===== src/rtl/wb_bridge_pkg.sv =====
// Shared types and widths for the Wishbone classic master bridge.
package wb_bridge_pkg;

    localparam int WB_AW = 32;
    localparam int WB_DW = 32;
    localparam int WB_SW = 4;

    typedef enum logic [1:0] {
        IDLE = 2'd0,
        BUS  = 2'd1,
        RESP = 2'd2
    } wbb_state_t;

    typedef struct packed {
        logic             we;
        logic [WB_AW-1:0] adr;
        logic [WB_DW-1:0] dat;
        logic [WB_SW-1:0] sel;
    } wb_cmd_t;

endpackage


===== src/rtl/wb_timeout_ctr.sv =====
// Counts stalled bus cycles; flags the last cycle allowed before abort.
module wb_timeout_ctr #(
    parameter int TIMEOUT_CYCLES = 255,
    parameter int CNT_W          = $clog2(TIMEOUT_CYCLES + 1)
) (
    input  logic clk_i,
    input  logic rst_i,
    input  logic clr,
    input  logic en,
    output logic expired
);

    logic [CNT_W-1:0] cnt_q;
    logic [CNT_W-1:0] cnt_d;

    always_comb begin
        cnt_d = cnt_q;
        if (clr) begin
            cnt_d = '0;
        end else if (en) begin
            cnt_d = cnt_q + 1'b1;
        end
    end

    always_ff @(posedge clk_i or posedge rst_i) begin
        if (rst_i) begin
            cnt_q <= '0;
        end else begin
            cnt_q <= cnt_d;
        end
    end

    assign expired = (cnt_q == CNT_W'(TIMEOUT_CYCLES - 1));

endmodule


===== src/rtl/wb_master_bridge.sv =====
// Single-outstanding Wishbone classic initiator with a valid/ready
// command port, a valid/ready response port and a stall timeout.
module wb_master_bridge
    import wb_bridge_pkg::*;
#(
    parameter int TIMEOUT_CYCLES = 255,
    parameter int CNT_W          = $clog2(TIMEOUT_CYCLES + 1)
) (
    input  logic             wb_clk_i,
    input  logic             wb_rst_i,
    input  logic             cmd_valid,
    output logic             cmd_ready,
    input  logic             cmd_we,
    input  logic [WB_AW-1:0] cmd_adr,
    input  logic [WB_DW-1:0] cmd_dat,
    input  logic [WB_SW-1:0] cmd_sel,
    output logic             rsp_valid,
    input  logic             rsp_ready,
    output logic [WB_DW-1:0] rsp_dat,
    output logic             rsp_err,
    output logic             wbm_cyc_o,
    output logic             wbm_stb_o,
    output logic             wbm_we_o,
    output logic [WB_AW-1:0] wbm_adr_o,
    output logic [WB_DW-1:0] wbm_dat_o,
    output logic [WB_SW-1:0] wbm_sel_o,
    input  logic             wbm_ack_i,
    input  logic [WB_DW-1:0] wbm_dat_i
);

    wbb_state_t       state_q, state_d;
    wb_cmd_t          cmd_q, cmd_d;
    logic [WB_DW-1:0] rsp_dat_q, rsp_dat_d;
    logic             rsp_err_q, rsp_err_d;
    logic             ctr_clr;
    logic             ctr_en;
    logic             expired;

    wb_timeout_ctr #(
        .TIMEOUT_CYCLES(TIMEOUT_CYCLES),
        .CNT_W         (CNT_W)
    ) u_ctr (
        .clk_i  (wb_clk_i),
        .rst_i  (wb_rst_i),
        .clr    (ctr_clr),
        .en     (ctr_en),
        .expired(expired)
    );

    always_ff @(posedge wb_clk_i or posedge wb_rst_i) begin
        if (wb_rst_i) begin
            state_q <= IDLE;
        end else begin
            state_q <= state_d;
        end
    end

    always_comb begin
        state_d = state_q;
        unique case (state_q)
            IDLE: if (cmd_valid) state_d = BUS;
            BUS:  if (wbm_ack_i || expired) state_d = RESP;
            RESP: if (rsp_ready) state_d = IDLE;
            default: state_d = IDLE;
        endcase
    end

    always_comb begin
        cmd_ready = 1'b0;
        wbm_cyc_o = 1'b0;
        wbm_stb_o = 1'b0;
        rsp_valid = 1'b0;
        unique case (state_q)
            IDLE: cmd_ready = 1'b1;
            BUS: begin
                wbm_cyc_o = 1'b1;
                wbm_stb_o = 1'b1;
            end
            RESP: rsp_valid = 1'b1;
            default: cmd_ready = 1'b0;
        endcase
    end

    // Ack wins over timeout when both land on the same cycle.
    always_comb begin
        cmd_d     = cmd_q;
        rsp_dat_d = rsp_dat_q;
        rsp_err_d = rsp_err_q;
        if (state_q == IDLE && cmd_valid) begin
            cmd_d.we  = cmd_we;
            cmd_d.adr = cmd_adr;
            cmd_d.dat = cmd_dat;
            cmd_d.sel = cmd_sel;
        end
        if (state_q == BUS) begin
            if (wbm_ack_i) begin
                rsp_dat_d = cmd_q.we ? '0 : wbm_dat_i;
                rsp_err_d = 1'b0;
            end else if (expired) begin
                rsp_dat_d = '0;
                rsp_err_d = 1'b1;
            end
        end
    end

    always_ff @(posedge wb_clk_i or posedge wb_rst_i) begin
        if (wb_rst_i) begin
            cmd_q     <= '0;
            rsp_dat_q <= '0;
            rsp_err_q <= 1'b0;
        end else begin
            cmd_q     <= cmd_d;
            rsp_dat_q <= rsp_dat_d;
            rsp_err_q <= rsp_err_d;
        end
    end

    assign ctr_clr   = (state_q == IDLE);
    assign ctr_en    = (state_q == BUS) && !wbm_ack_i;

    assign wbm_we_o  = cmd_q.we;
    assign wbm_adr_o = cmd_q.adr;
    assign wbm_dat_o = cmd_q.dat;
    assign wbm_sel_o = cmd_q.sel;
    assign rsp_dat   = rsp_dat_q;
    assign rsp_err   = rsp_err_q;

endmodule


===== config.mk =====
export PLATFORM = sky130hd
export DESIGN_NAME = wb_master_bridge
export DESIGN_NICKNAME = d
export VERILOG_FILES = /design/src/rtl/wb_bridge_pkg.sv /design/src/rtl/wb_timeout_ctr.sv /design/src/rtl/wb_master_bridge.sv
export SDC_FILE = /design/constraint.sdc
export NUM_CORES = 1
export LEC_CHECK = 0
export CORE_ASPECT_RATIO = 1.25
export CORE_UTILIZATION = 30
export DETAILED_ROUTE_END_ITERATION = 8
export PLACE_DENSITY = 0.68
export SETUP_SLACK_MARGIN = 0.02
export SYNTH_ARGS = -nofsm -noshare
export SYNTH_HDL_FRONTEND = slang
export SYNTH_SLANG_ARGS = --single-unit

===== constraint.sdc =====
create_clock -name wb_clk_i -period 4.3 [get_ports wb_clk_i]
set_clock_uncertainty 0.15 [all_clocks]
set_input_delay 0.86 -clock wb_clk_i [delete_from_list [all_inputs] [get_ports wb_clk_i]]
set_output_delay 0.86 -clock wb_clk_i [all_outputs]
set_load 0.005 [all_outputs]

==> flow_summary.yaml <==
run_status:
  status: "completed"
timing:
  post-route-period-util_pct: 67.5
  finalHoldViolCount: 0
  min_period_ns: 2.90
  rsz0062_at_grt: "no"
  setup_viol: 0
  final_max_slew_viol_count: 0
  tightestPinTransition_ns: 0.951
  tns_ns: 0
  max_freq_ghz: 0.344
  slew-limit-headroom_pct: 36.6
die:
  die_w_um: 112
  initial_core_util_pct: 30.6
  pin_count: 212
  die_h_um: 140
  dieArea_mm2: 0.0158
  coreArea_mm2: 0.0150
  rows: 50
grt:
  track_usage_pct: 14.7
  grt_max_degree: 71
  grt_overflow: 0
  grt_pass1_vias: 3621
  antenna_found_initial: 0
  grt_pass1_wl_um: 18300
pwr:
  pwr-share-clk_pct: 17.5
  switching_share_pct: 28.3
  seqPwrFrac_pct: 38.0
  vdd_drop_max_v: 0.000243
  leakagePower_nw: 2.86
  comb_power_share_pct: 44.6
  switchingPower_mw: 1.38
  pwr_density_cell_mw_per_mm2: 683
  finalPower_mw: 4.87
  internal_power_mw: 3.49
finish:
  drive_gt1_share_pct: 15.8
  nFillCells: 1331
  fin_area_mm2: 0.00713
  final_cell_mix: "clkdlybuf4s50_1 (211), dfrtp_1 (112), mux2_2 (54)"
  finalCoreUtilization_pct: 47.7
  n_antenna_cell: 0
  nets: 629
  syn2layout_area_growth_pct: 55.7
  seqCellArea_mm2: 0.00280
  layout_commonest_cell: "clkdlybuf4s50_1"
  multiInputGateArea_mm2: 0.00161
clock_tree:
  cts_buffers: 9
  clock_sink_count: 112
  tritoncts: "built"
  worstSkewPairLatency_ns: 0.34
  clk_path_buf_depth: 2
  clk_pin_slew_ns: 0.07
  h-tree-depth: 3
  cts_resized: 0
  postCtsHoldBufs: 0
  root_buffer: "clkbuf_16"
  cts_setup_buffers: 0
place:
  routabilityCongestion: 0.737
  dp_hpwl_um: 7940
  port_buffers: 211
  place_area_mm2: 0.00682
logic_synthesis:
  avgSynthCellArea_um2: 14.5
  yosys_warnings: 0
  synth_cells: 315
  syn_area_mm2: 0.00458
  ys_seq_area_share_pct: 61.2
  syn_nets: 423
  synth_cell_type_count: 36
  ys_seq_elements: 112
critical_path:
  cp-start-kind: "flop"
  worst-setup-path-type: "reg2out"
  endpoint_kind: "output port"
  crit_fanout: 35
  rr_endpoint: "wbm_dat_o[14]"
  r2r-start: "state_q[1]"
  r2r_cells: 4
  r2r_slack_ns: 1.85
  cp.required_ns: 3.29
  arrival_ns: 1.89
  endpoint: "wbm_cyc_o"
  startpoint: "state_q[1]"
job:
  cap_viol_max_count: 0
route:
  wl_per_cell_um: 15.8
  ant_nets: 0
  initialDrtViolationCount: 125
  drc_errors: 0
  wirelength_um: 11200
  routed-via-count: 3403
  drt_pass1_iterations: 4
  vias_per_cell: 4.81
hold_path:
  hp-class: "reg2reg"
  holdPathStages: 1
-- layout make-up --
class | instances | share of cell area, %
Sequential cell | 112 | 39.3
Timing Repair Buffer | 215 | 30.2
Multi-Input combinational cell | 177 | 22.6
Tap cell | 182 | 3.19
Clock buffer | 9 | 3.16
Clock inverter | 7 | 1.11
Inverter | 6 | 0.351
-- worst min-delay path by stage --
stage                              start        endpoint  slack, ns
after floorplan           u_ctr.cnt_q[6]  u_ctr.cnt_q[6]       0.31
after global placement     wbm_dat_o[31]   wbm_dat_o[31]       0.32
after detailed placement   wbm_dat_o[31]   wbm_dat_o[31]       0.32
after CTS                  wbm_dat_o[31]   wbm_dat_o[31]       0.34
after global routing       wbm_adr_o[27]   wbm_adr_o[27]       0.37
final                       wbm_dat_o[3]    wbm_dat_o[3]       0.34
-- sequential cells by signal, indices dropped and copies added (netlist names) --
signal / count
rsp_dat: 32
wbm_adr_o: 32
wbm_dat_o: 32
u_ctr.cnt_q: 8
wbm_sel_o: 4
state_q: 2
rsp_err: 1
wbm_we_o: 1
-- worst max-delay path, cell delays in order, from the launching register on --
cell	delay, ns
dfrtp_1	0.43
nand2b_1	0.16
buf_4	0.23
inv_1	0.18
clkdlybuf4s50_1	0.54
-- power groups by stage --
stage | Sequential, mW | Clock, mW | Combinational (mW)
after detailed placement | 1.87 | 0 | 2.20
final | 1.85 | 0.850 | 2.17
after floorplan | 1.87 | 0 | 0.936
after CTS | 1.86 | 0.884 | 2.21
after global placement | 1.85 | 0 | 2.16
after global routing | 1.93 | 0.930 | 2.34
-- cells in the mapped netlist --
master    number  area share [%]
buf_4          1            0.16
dfrtp_1      112              61
o311ai_0       2            0.38
a21o_2         1            0.19
mux2_1        15             3.7
mux2i_1        1            0.22
buf_2          2            0.22
nand2b_1       2            0.27
nand3_1        3            0.33
or4bb_1        1            0.25
a211o_1        1            0.19
o21ai_0        6            0.66
o211ai_1       1            0.16
and4b_1        1            0.22
clkbuf_1       8            0.66
a221o_1       31             6.8
and3_1         1            0.14
o41ai_1        2            0.38
ha_1           2            0.55
buf_6          9             2.2
or3b_1         1            0.19
nor3b_1        1            0.16
a21oi_1        4            0.44
or2_2          2            0.27
and4_1         1            0.19
or3_2          1            0.16
nand2_1        3            0.25
nand4_1        1            0.14
or4_1          1            0.16
inv_1          6            0.49
and2_1        33             4.5
a31oi_1        1            0.14
nor4b_1        1            0.19
and2b_2        1            0.19
o31ai_1        2            0.33
mux2_2        54              13
-- kinds of logic (layout without fill, tap and decap cells) --
kind of cell               Yosys count  after routing  synth area share (%)
and+or+nand+nor                     54             54                  7.63
muxes                               70             70                  17.2
adders and majority gates            2              2                 0.547
DFF                                112            112                  61.2
AOI/OAI and AO/OA                   51             51                  9.65
buffers and inverters               26            237                  3.75
-- metal layers --
layer	GRT usage (%)	vias up	part of all wire (%)	wire, um
met5	0	-	0	0
met4	4.84	0	1.3	145
met3	4.11	12	7.8	871
met2	26.2	157	49	5450
met1	16.9	1665	42	4700
li1	-	1569	-	-
-- metrics by stage --
stage	std cells	worst slack, ns	hold slack, ns
floorplan	315	0.331	0.313
global placement	692	1.48	0.319
detailed placement	692	1.45	0.324
CTS	708	1.38	0.341
global route	708	1.26	0.369
finish	708	1.40	0.339
(Power assumes the default switching activity.)
